$ cat config.mk
export PLATFORM = sky130hd
export DESIGN_NAME = parity_rx_flat
export DESIGN_NICKNAME = d
export VERILOG_FILES = /design/src/rtl/parity_rx_if.sv /design/src/rtl/parity_rx.sv /design/src/flat_wrapper.sv
export SDC_FILE = /design/constraint.sdc
export NUM_CORES = 1
export LEC_CHECK = 0
export ABC_AREA = 0
export BUFFER_PORTS_ARGS = -buffer_cell sky130_fd_sc_hd__buf_4
export CORE_MARGIN = 3
export CORE_UTILIZATION = 60
export DETAILED_ROUTE_END_ITERATION = 12
export PLACE_DENSITY = 0.81
export SYNTH_ARGS = -nofsm -noshare
export SYNTH_HDL_FRONTEND = slang
export SYNTH_SLANG_ARGS = --single-unit
$ cat constraint.sdc
create_clock -name clk -period 2.7 [get_ports clk]
set_input_delay 0 -clock clk [delete_from_list [all_inputs] [get_ports clk]]
set_output_delay 0 -clock clk [all_outputs]
set_load 0.05 [all_outputs]
$ cat src/rtl/parity_rx_if.sv
// Serial receiver bundle: line input plus completed-frame results.
// rx in; data, valid, parity_err, frame_err, busy out of the receiver.
interface parity_rx_if;
   logic       rx;
   logic [7:0] data;
   logic       valid;
   logic       parity_err;
   logic       frame_err;
   logic       busy;

   modport master (
      output rx,
      input  data, valid, parity_err, frame_err, busy
   );

   modport slave (
      input  rx,
      output data, valid, parity_err, frame_err, busy
   );
endinterface

$ cat src/rtl/parity_rx.sv
// Serial receiver: start, 8 data LSB first, parity, stop.
// Ports: clk, rst_n (async low), bus (rx in; data/valid/errors/busy out).
module parity_rx #(
   parameter int CLKS_PER_BIT = 8,
   parameter bit PARITY_ODD   = 1'b0
) (
   input  logic       clk,
   input  logic       rst_n,
   parity_rx_if.slave bus
);
   localparam int CW = $clog2(CLKS_PER_BIT);
   localparam logic [CW-1:0] LAST = CW'(CLKS_PER_BIT - 1);
   localparam logic [CW-1:0] HALF = CW'(CLKS_PER_BIT / 2 - 1);
   localparam logic [CW-1:0] ONE  = CW'(1);

   typedef enum logic [2:0] {
      IDLE, START, DATA, PARITY, STOP
   } state_t;

   state_t        state_q, state_d;
   logic [CW-1:0] cnt_q, cnt_d;
   logic [2:0]    idx_q, idx_d;
   logic [7:0]    sh_q, sh_d;
   logic          par_q, par_d;
   logic          rx_m, rx_s;
   logic          done;
   logic          pe_n;
   logic [7:0]    data_q;
   logic          valid_q, pe_q, fe_q;

   // Line synchronizer; resets to idle-high so reset never
   // looks like a start bit.
   always_ff @(posedge clk or negedge rst_n) begin
      if (!rst_n) begin
         rx_m <= 1'b1;
         rx_s <= 1'b1;
      end else begin
         rx_m <= bus.rx;
         rx_s <= rx_m;
      end
   end

   always_ff @(posedge clk or negedge rst_n) begin
      if (!rst_n) begin
         state_q <= IDLE;
         cnt_q   <= '0;
         idx_q   <= '0;
         sh_q    <= '0;
         par_q   <= 1'b0;
      end else begin
         state_q <= state_d;
         cnt_q   <= cnt_d;
         idx_q   <= idx_d;
         sh_q    <= sh_d;
         par_q   <= par_d;
      end
   end

   // Parity mismatch of the frame just completed.
   assign pe_n = par_q ^ (^sh_q) ^ PARITY_ODD;

   always_comb begin
      state_d = state_q;
      cnt_d   = cnt_q + ONE;
      idx_d   = idx_q;
      sh_d    = sh_q;
      par_d   = par_q;
      done    = 1'b0;
      unique case (state_q)
         IDLE: begin
            cnt_d = '0;
            if (!rx_s) state_d = START;
         end
         START: begin
            // Mid start bit: a high line here is a glitch.
            if (cnt_q == HALF) begin
               cnt_d   = '0;
               idx_d   = '0;
               state_d = rx_s ? IDLE : DATA;
            end
         end
         DATA: begin
            if (cnt_q == LAST) begin
               cnt_d = '0;
               sh_d  = {rx_s, sh_q[7:1]};
               idx_d = idx_q + 3'd1;
               if (idx_q == 3'd7) state_d = PARITY;
            end
         end
         PARITY: begin
            if (cnt_q == LAST) begin
               cnt_d   = '0;
               par_d   = rx_s;
               state_d = STOP;
            end
         end
         STOP: begin
            if (cnt_q == LAST) begin
               cnt_d   = '0;
               done    = 1'b1;
               state_d = IDLE;
            end
         end
         default: begin
            cnt_d   = '0;
            state_d = IDLE;
         end
      endcase
   end

   // Results are captured on the stop sample and held
   // until the next completed frame.
   always_ff @(posedge clk or negedge rst_n) begin
      if (!rst_n) begin
         data_q  <= 8'h00;
         valid_q <= 1'b0;
         pe_q    <= 1'b0;
         fe_q    <= 1'b0;
      end else begin
         valid_q <= done;
         if (done) begin
            data_q <= sh_q;
            pe_q   <= pe_n;
            fe_q   <= ~rx_s;
         end
      end
   end

   assign bus.data       = data_q;
   assign bus.valid      = valid_q;
   assign bus.parity_err = pe_q;
   assign bus.frame_err  = fe_q;
   assign bus.busy       = (state_q != IDLE);
endmodule

$ cat src/flat_wrapper.sv
// flat-port wrapper written by rule: the top's interface ports become plain ports
module parity_rx_flat 
#(
   parameter int CLKS_PER_BIT = 8,
   parameter bit PARITY_ODD   = 1'b0
)
  (clk, rst_n, bus_rx, bus_data, bus_valid, bus_parity_err, bus_frame_err, bus_busy);
  parity_rx_if bus_i ();
  input  logic clk;
  input  logic rst_n;
  input wire logic [$bits(bus_i.rx)-1:0] bus_rx;
  output wire logic [$bits(bus_i.data)-1:0] bus_data;
  output wire logic [$bits(bus_i.valid)-1:0] bus_valid;
  output wire logic [$bits(bus_i.parity_err)-1:0] bus_parity_err;
  output wire logic [$bits(bus_i.frame_err)-1:0] bus_frame_err;
  output wire logic [$bits(bus_i.busy)-1:0] bus_busy;
  assign bus_i.rx = bus_rx;
  assign bus_data = bus_i.data;
  assign bus_valid = bus_i.valid;
  assign bus_parity_err = bus_i.parity_err;
  assign bus_frame_err = bus_i.frame_err;
  assign bus_busy = bus_i.busy;
  parity_rx #(.CLKS_PER_BIT(CLKS_PER_BIT), .PARITY_ODD(PARITY_ODD)) u_core (.clk(clk), .rst_n(rst_n), .bus(bus_i));
endmodule
After elaboration in Yosys (flattened, before gate mapping)
Cells that the tools add are included.
{ "word_totals": {"regBits": 31, "out_inout_bits": 12, "word_cells": 53} }
{ "op_classes": {"addsub": 2, "eq_ne": 13, "mux": 16, "bitwise": 2, "reduce_logical": 9} }
{ "op_table": {"columns": ["cell", "count"], "rows": [
  ["$mux 3", 10],
  ["$pmux 3 s5", 1],
  ["$pmux 3 s2", 2],
  ["$ne 2x1->1 const B", 5],
  ["$eq 3x2->1 const B", 3],
  ["$eq 3x3->1 const B", 3],
  ["$reduce_xor 8->1", 1],
  ["$add 3x1->3 const B", 2],
  ["$reduce_and 6->1", 1],
  ["$reduce_and 2->1", 2],
  ["$eq 3x1->1 const B", 1],
  ["$logic_not 3->1", 1],
  ["$reduce_and 3->1", 1],
  ["$reduce_bool 3->1", 1],
  ["$reduce_or 3->1", 1],
  ["$mux 1", 2],
  ["$mux 2", 1],
  ["$ne 2x2->1 const B", 1],
  ["$reduce_bool 2->1", 1],
  ["$not 1->1", 1],
  ["$xor 1x1->1", 1]
]} }

Longest topological paths before layout
Gate-level depths: netlist of the first run.
{ "depth": {"depth_word": 4, "mapped_depth": 6, "mapped_depth_nobuf": 6} }

Worst setup path before layout of the first run
OpenSTA, ideal clock, no wires.
{ "synth_path": {"path_type": "register to register", "startpoint": "reg u_core.cnt_q[0]", "endpoint": "reg u_core.sh_q[1]", "setup_ns": 0.125, "t_arrival_ns": 1.501, "slack_ns": 1.075, "stages_incl_launch_ff": 7, "cell_sequence": "dfrtp_1 > ha_1 > ha_1 > nand2_1 > nor3_2 > buf_4 > mux2_2"} }
{ "synth_between": {"elab_chain_len": 2} }
{ "synth_rtl": {"columns": ["item", "line_no", "text"], "rows": [
  ["start: declaration", "parity_rx.sv:21", "logic [CW-1:0] cnt_q, cnt_d;"],
  ["start signal: assignment", "parity_rx.sv:52", "cnt_q <= cnt_d;"],
  ["$eq 3x3->1", "parity_rx.sv:83", "if (cnt_q == LAST) begin"],
  ["$reduce_and 2->1 (no source line)", null, null],
  ["end signal: assignment", "parity_rx.sv:48", "sh_q <= '0;"],
  ["end signal: assignment", "parity_rx.sv:54", "sh_q <= sh_d;"],
  ["end: declaration", "parity_rx.sv:23", "logic [7:0] sh_q, sh_d;"]
]} }
No other way between the ends.
A chain may end at the register's enable or synchronous reset.

Worst setup path after layout of the first run
{ "layout_path": {"startpoint": "reg u_core.cnt_q[0]", "endpoint": "reg u_core.idx_q[0]"} }
{ "layout_between": {"elab_chain_len": 3, "word_cells_on_any_way": 5, "classes_between": "eq/ne (4); reduce/logical (1)"} }
{ "layout_rtl": {"columns": ["item", "line_no", "text"], "rows": [
  ["$eq 3x3->1 / $eq 3x2->1 (equally long branches)", "parity_rx.sv:83, parity_rx.sv:76", null],
  ["$ne 2x1->1 (no source line)", null, null],
  ["$reduce_and 3->1 (no source line) (*)", null, null],
  ["end signal: assignment", "parity_rx.sv:53", "idx_q <= idx_d;"],
  ["end: declaration", "parity_rx.sv:22", "logic [2:0] idx_q, idx_d;"]
]} }
Every way passes the cells marked *; elsewhere a longest branch is shown, timed or not.

==> results.toml, run 1 <==
[synth]
synth_ff_type = "dfrtp_1"
ys_warn_count = 0
avgSynthCellArea_um2 = 11.2
yosys.area.top_type = "dfrtp_1"
syn_nets = 132
syn_inst = 123
synth_seq_cells = 31
synth-async-reset-ratio_pct = 100
netlist_top_cells_area = "dfrtp_1, nand2_1, mux2_2"
synth_commonest_cells = "nand2_1, dfrtp_1, mux2_2"
synth_edf_count = 0
ys_types = 27
synth.most_common_cell = "nand2_1"
synth_top_area_share_pct = 52.6
synth.yosys.seq_area_share_pct = 56.4
synth_area_um2 = 1380

[global_routing]
top_usage_layer = "met2"
grt.overflow.total = 0
grt_use_total_pct = 19.5
grtUsageMet3_pct = 4.99
met2_usage_pct = 29.0
grt_pass1_wl_mm = 3.82
grt_pass1_vias = 888
antenna_found_initial = 0
met1_usage_pct = 24.9
grt_max_degree = 32

[setup_path]
critPathKind = "reg2reg"
critPathMaxFanout = 6
crit_path_start_kind = "flip-flop"
regToRegStartpoint = "u_core.cnt_q[0]"
r2r-end = "u_core.idx_q[0]"
critPathArrivalTime_ps = 1980
end_kind = "flip-flop"
r2r_slack_ps = 940
reg2reg_depth = 6
crit_required_ps = 2920

[power]
vdd_ir_drop_max_uv = 613
power_switching_w = 0.000359
swShare_pct = 29.4
seqPwrFrac_pct = 47.7
p_leak_nw = 0.858
comb_power_share_pct = 21.6
p_int_w = 0.000862
clockPowerShare_pct = 30.8
power_density_nw_per_um2 = 758

[layout]
area_growth_pct = 16.7
nNetsFinal = 152
diodes = 0
layout-drive-gt1-share_pct = 25.7
nFillCells = 130

[drt]
drt-pass1-iter-count = 4
drtIter0Drc = 16
avgViaCountPerCell = 5.40
num_vias = 924
drc = 0
wl_per_cell_um = 13.5
wl_mm = 2.31
ant_nets = 0

[sta]
finalCritPeriodShare_pct = 65.2
fin_ws_ps = 940
slew_headroom_pct = 73.9
fin_skew_ps = 7.56
max_freq_mhz = 568
rsz0062_at_grt = "false"
tightest_slew_ps = 392
maxSlewViolCount = 0
period_minus_slack_ps = 1760
hold_viol = 0
setup_tns_ps = 0
finalSetupViolations = 0

[die]
core_um2 = 2060
start_util_pct = 66.9
pin_count = 15
dieArea_um2 = 2910
row_count = 16
chipWidth_um = 54.0
fp.dieH_um = 54.0

[cts]
postCtsSetupRepairBufs = 0
htreeDepth = 2
insertion_delay_ps = 330
ctsLongestPathBuffers = 2
cts_made_buffers = 5
cts_tree = "built"
root_buffer = "clkbuf_4"
clkTransAtPathRegs_ps = 100
cts_resized = 0
clock-sinks = 31

[placed_design]
place_congestion = 0.836
place_ws_ps = 950
place.detailed.hpwl_mm = 1.56
portBuffers = 14

[min_path]
hold_class = "in2async"

[flow_run]
drv_cap = 0

[outcome]
status = "completed"
==> worst max-delay path by stage <==
stage,startpoint,depth (start not counted),to,slack [ps]
2_1_floorplan,u_core.cnt_q[0],6,u_core.sh_q[1],1070
3_3_place_gp,u_core.cnt_q[0],6,u_core.idx_q[0],1040
3_5_place_dp,u_core.cnt_q[0],6,u_core.idx_q[0],950
4_1_cts,u_core.cnt_q[0],6,u_core.sh_q[1],940
5_1_grt,u_core.cnt_q[0],6,u_core.sh_q[1],810
6_report,u_core.cnt_q[0],6,u_core.idx_q[0],940
==> through the flow <==
step / utilization [%] / instance area (um^2) / std cells / power (W) / hold slack [ps]
2_1_floorplan: - / 1380 / 123 / 0.000797 / -296
3_3_place_gp: 72.9 / 1500 / 161 / 0.000837 / -55.5
3_5_place_dp: 72.9 / 1500 / 161 / 0.000854 / -49.8
4_1_cts: 78.1 / 1610 / 171 / 0.00123 / 125
5_1_grt: 78.1 / 1610 / 171 / 0.00130 / 132
6_report: 78.1 / 1610 / 171 / 0.00122 / 119
==> registers in the layout (all words and copies together) (netlist names) <==
name                   count
u_core.bus.data            8
u_core.bus.frame_err       1
u_core.bus.parity_err      1
u_core.bus.valid           1
u_core.cnt_q               3
u_core.idx_q               3
u_core.par_q               1
u_core.rx_m                1
u_core.rx_s                1
u_core.sh_q                8
u_core.state_q             3
==> power groups by stage <==
| stage | Combinational [W] | Sequential, W | Clock [W] |
|---|---|---|---|
| global placement | 0.000250 | 0.000587 | 0 |
| CTS | 0.000267 | 0.000581 | 0.000381 |
| floorplan | 0.000245 | 0.000552 | 0 |
| detailed placement | 0.000263 | 0.000591 | 0 |
| finish | 0.000263 | 0.000582 | 0.000376 |
| global route | 0.000297 | 0.000594 | 0.000405 |
==> kinds of logic (layout without fill, tap and decap cells) <==
kind of cell / after synthesis / in the layout / synth area share, %
adder cells (fa/ha/maj): 6 / 6 / 5.44
AO/OA/AOI/OAI: 14 / 14 / 6.62
flip-flops: 31 / 31 / 56.4
XOR/XNOR: 8 / 8 / 6.07
multiplexers: 11 / 11 / 8.89
AND/OR/NAND/NOR: 44 / 44 / 13.3
buffers and inverters: 9 / 30 / 3.26
==> metal layers <==
layer	wire length, um	vias up
met5	0	-
met4	63	0
met3	106	7
met2	1060	25
met1	1080	446
li1	-	446
==> what timing repair did <==
item                                    4_1_cts  5_1_grt
hold buffers                                  2        0
hold endpoints to repair                     32        0
endpoints found under the setup margin        0        0
==> final cells by class <==
type | count | area, um^2 | area share (%)
sequential | 31 | 778 | 48.3
multi-input combinational | 83 | 557 | 34.6
timing repair buffer | 18 | 140 | 8.70
clock buffer | 6 | 51.3 | 3.19
clock inverter | 2 | 35.0 | 2.18
tap | 27 | 33.8 | 2.10
inverter | 4 | 15.0 | 0.932
==> layout by cell type (no fill, tap or decap) <==
master          n
nand2_1        33
dfrtp_1        29
buf_4          16
mux2_2         10
ha_1            6
nor2_1          5
xnor2_1         5
clkbuf_4        5
o21ai_0         4
inv_1           3
a21oi_1         3
a2bb2oi_1       2
xor2_1          2
a22o_1          2
dlygate4sd3_1   2
dfstp_2         2
mux2i_1         1
and2b_1         1
a221oi_1        1
or3_1           1
nor2b_1         1
nand3_1         1
clkinv_1        1
nor3_2          1
xnor3_1         1
o21ai_1         1
or2_0           1
a21o_1          1
clkbuf_8        1
clkinv_2        1
bufinv_16       1
==> worst max-delay path: stages (launching register included) <==
cell and delay, ps:
dfrtp_1 360, ha_1 190, ha_1 280, nand2_1 130, or2_0 210, a21o_1 210
mux2_2 270
Power figures use the tool's default switching activity.
==> run 2: changes to the inputs <==
Settings changed: CORE_UTILIZATION 60 to 56, PLACE_DENSITY 0.81 to 0.77.
Clock period 2.7 ns to 1.8 ns, I/O delays scaled along.
==> run 2 against run 1 <==
First-iteration DRC count grew 31%. Largest power group unchanged. Non-clock buffer count grew 1. Maximum frequency grew 8.9%. Worst setup slack lost 760 ps. Register-to-register slack lost 760 ps. Global-route usage shrank 1.8 points. Clock skew shrank 4.3 ps. Worst hold slack gained 7.0 ps. Cell area shrank 0.54%. Die area grew 6.3%. Critical endpoint unchanged. Clock-buffer cell count grew 2.
==> results.toml, run 2 (synthesized netlist as in run 1, its figures left out) <==
[sta]
rsz0062_at_grt = "false"
hold_viol = 0
slew_headroom_pct = 73.7
max_freq_mhz = 619
fin_ws_ps = 184
period_minus_slack_ps = 1620
setup_tns_ps = 0
fin_skew_ps = 3.26
whs_ps = 126
finalSetupViolations = 0
tightest_slew_ps = 394
finalCritPeriodShare_pct = 89.8
maxSlewViolCount = 0

[cts]
postCtsSetupRepairBufs = 0
clock-sinks = 31
clkTransAtPathRegs_ps = 90
ctsLongestPathBuffers = 2
cts_made_buffers = 5
htreeDepth = 2
root_buffer = "clkbuf_4"
insertion_delay_ps = 330
cts_tree = "built"
cts_resized = 0

[placed_design]
place.detailed.hpwl_mm = 1.57
place_area_um2 = 1510
place_ws_ps = 196
place_congestion = 0.842
portBuffers = 14

[layout]
layout-drive-gt1-share_pct = 25.5
layout_common_cells = "nand2_1, dfrtp_1, buf_4"
final_core_util_pct = 70.4
nFillCells = 177
area_growth_pct = 16.0
nNetsFinal = 153
final_area_um2 = 1600
diodes = 0
final_common_cell = "nand2_1"

[die]
row_count = 17
start_util_pct = 60.6
pin_count = 15
chipWidth_um = 55.6
fp.dieH_um = 55.6
core_um2 = 2280
dieArea_um2 = 3100

[global_routing]
top_usage_layer = "met2"
met1_usage_pct = 22.4
grt_pass1_vias = 931
antenna_found_initial = 0
grt.overflow.total = 0
grtUsageMet3_pct = 5.10
grt_use_total_pct = 17.7
met2_usage_pct = 25.8
grt_max_degree = 32
grt_pass1_wl_mm = 4.13

[drt]
wl_per_cell_um = 13.3
wl_mm = 2.30
num_vias = 899
ant_nets = 0
avgViaCountPerCell = 5.20
drc = 0
drtIter0Drc = 21
drt-pass1-iter-count = 4

[power]
p_leak_nw = 0.853
vdd_ir_drop_max_uv = 1120
power_density_nw_per_um2 = 1080

[outcome]
status = "completed"

[setup_path]
critPathMaxFanout = 3
critPathArrivalTime_ps = 1830
end_kind = "flip-flop"
crit_path_start_kind = "flip-flop"
critPathKind = "reg2reg"
crit_required_ps = 2020

[flow_run]
drv_cap = 0

[min_path]
hold_class = "in2async"
[run 2: per-stage QoR]
stage,total power (W),cells
6_report,0.00172,173
3_5_place_dp,0.00128,163
4_1_cts,0.00175,173
3_3_place_gp,0.00126,163
5_1_grt,0.00184,173
2_1_floorplan,0.00120,123
[run 2: worst max-delay path, stage by stage, from the launching register on]
cell and delay (ps):
dfrtp_1 360, ha_1 200, ha_1 170, nand2_1 100, or2_0 220, a21o_1 200, mux2_2 260
[run 2: cell type report]
class	count	area [um^2]	share of cell area, %
multi-input cells	83	557	34.8
inverters	4	15.0	0.937
clock buffers	8	68.8	4.30
flip-flops and latches	31	778	48.6
repair buffers	19	148	9.22
well taps	28	35.0	2.19
[run 2: timing repair]
| item | in CTS | in global routing |
|---|---|---|
| setup endpoints to repair | 0 | 0 |
| hold buffers | 2 | 0 |
| hold endpoints to repair | 32 | 0 |
[run 2: report_power, final]
part	internal [W]	leakage [nW]	switching, W
Sequential	0.000779	0.419	0.0000948
Combinational	0.000188	0.396	0.000212
Clock	0.000229	0.0386	0.000219
[run 2: final timing paths]
path,from,end,slack (ps),cells after the start
setup / recovery,u_core.cnt_q[0],u_core.idx_q[0],180,6
hold / removal,rst_n,u_core.bus.parity_err,130,2
setup reg to reg,u_core.cnt_q[0],u_core.idx_q[0],180,6
hold reg to reg,u_core.rx_m,u_core.rx_s,360,0
max in group asynchronous,rst_n,u_core.rx_m,1360,2
min in group clk,bus_rx,u_core.rx_m,320,2
[run 2: layer usage]
layer	vias to the layer above	wire (um)
met3	8	118
met1	421	1060
met2	22	1040
li1	448	-
met4	0	77
met5	-	0
==> run 3: changes to the inputs <==
Settings changed: CORE_UTILIZATION 56 to 45, PLACE_DENSITY 0.77 to unset.
==> run 3 against run 2 <==
Core utilization fell by 14 points. First-iteration DRC count is 19% lower. Global-route usage is 3.2 points lower. Worst setup slack better by 2.8 ps. Clock-buffer cell count unchanged. Total power barely moved.
==> results.toml, run 3 (synthesized netlist as in run 1, its figures left out) <==
[placed_design]
dp.cells = 166
portBuffers = 14
place.detailed.hpwl_mm = 1.50
place_area_um2 = 1520
place_congestion = 0.761

[die]
dieArea_um2 = 3770
chipWidth_um = 61.4
start_util_pct = 48.8
fp.dieH_um = 61.4
pin_count = 15
row_count = 19
core_um2 = 2830

[setup_path]
critPathBufInv = 0
end_kind = "flip-flop"
critPathArrivalTime_ps = 1830
critical_path.max_stage_delay_ps = 350
crit_path_frequent_cell = "ha_1"
path_cells = "ha_1 > ha_1 > nand2_1 > or2_0 > a21o_1 > mux2_2"
critPathKind = "reg2reg"
worst_path_max_delay_cell = "dfrtp_1"
critPathMaxFanout = 3
crit_path_start_kind = "flip-flop"
crit_required_ps = 2020
path_delay_family = "adder cells"

[sta]
rsz0062_at_grt = "false"
tightest_slew_ps = 394
max_freq_mhz = 620
period_minus_slack_ps = 1610
hold_viol = 0
maxSlewViolCount = 0
finalSetupViolations = 0
fin_skew_ps = 15.0
slew_headroom_pct = 73.7
finalCritPeriodShare_pct = 89.6
whs_ps = 111
setup_tns_ps = 0

[drt]
ant_nets = 0
drt-pass1-iter-count = 4
num_vias = 876
avgViaCountPerCell = 4.98
drtIter0Drc = 17
wl_per_cell_um = 12.6
drc = 0
wl_mm = 2.22

[layout]
final_common_cell = "nand2_1"
layout_common_cells = "nand2_1, dfrtp_1, buf_4"
nFillCells = 261
layout-drive-gt1-share_pct = 25.5
diodes = 0
final_cells = 176
area_growth_pct = 16.3
final_area_um2 = 1610
nNetsFinal = 153

[global_routing]
grt_max_degree = 32
grt_use_total_pct = 14.4
met1_usage_pct = 19.4
grt_pass1_wl_mm = 3.80
grt.overflow.total = 0
antenna_found_initial = 0
met2_usage_pct = 19.8
grt_pass1_vias = 823
grtUsageMet3_pct = 6.92
top_usage_layer = "met2"

[cts]
clock-sinks = 31
ctsLongestPathBuffers = 2
insertion_delay_ps = 340
cts_resized = 0
holdBufCountCts = 2
root_buffer = "clkbuf_4"
htreeDepth = 2
postCtsSetupRepairBufs = 0
cts_made_buffers = 5
clkTransAtPathRegs_ps = 100
cts_tree = "built"

[flow_run]
drv_cap = 0

[power]
vdd_ir_drop_max_uv = 556
power_density_nw_per_um2 = 1070
p_leak_nw = 0.853

[min_path]
hold_class = "in2async"

[outcome]
status = "completed"
==> run 3: final timing paths <==
kind                                 start               to  slack, ps  cells past startpoint
max reg2reg                u_core.cnt_q[0]  u_core.idx_q[0]        190                      6
min in group clk                    bus_rx      u_core.rx_m        320                      2
max                        u_core.cnt_q[0]  u_core.idx_q[0]        190                      6
min                                  rst_n  u_core.cnt_q[2]        110                      2
max in group asynchronous            rst_n      u_core.rx_m       1350                      2
min reg2reg                    u_core.rx_m      u_core.rx_s        370                      0
==> run 3: report_power, final <==
group | total, W | switching (W) | leakage [nW] | internal, W
sequential | 0.000873 | 0.0000943 | 0.419 | 0.000779
combinational | 0.000388 | 0.000202 | 0.396 | 0.000186
clock | 0.000462 | 0.000233 | 0.0386 | 0.000230
==> run 3: routing by layer <==
metal / wire length [um] / vias to the layer above
li1: - / 449
met1: 1100 / 399
met2: 945 / 22
met3: 134 / 6
met4: 39 / 0
met5: 0 / -
==> run 3: area by class of cell <==
type	count	area, um^2	share of cell area (%)
clock buffer	8	68.8	4.29
timing repair buffer	19	148	9.20
multi-input combinational	83	557	34.7
sequential	31	778	48.5
inverter	4	15.0	0.935
tap	31	38.8	2.42
==> run 3: per-stage QoR <==
stage	power [W]	util (%)	setup WS, ps
final	0.00172	56.7	187
after global placement	0.00126	53.6	221
after CTS	0.00174	56.7	180
after detailed placement	0.00127	53.6	193
after global routing	0.00185	56.7	33.7
after floorplan	0.00120	-	175
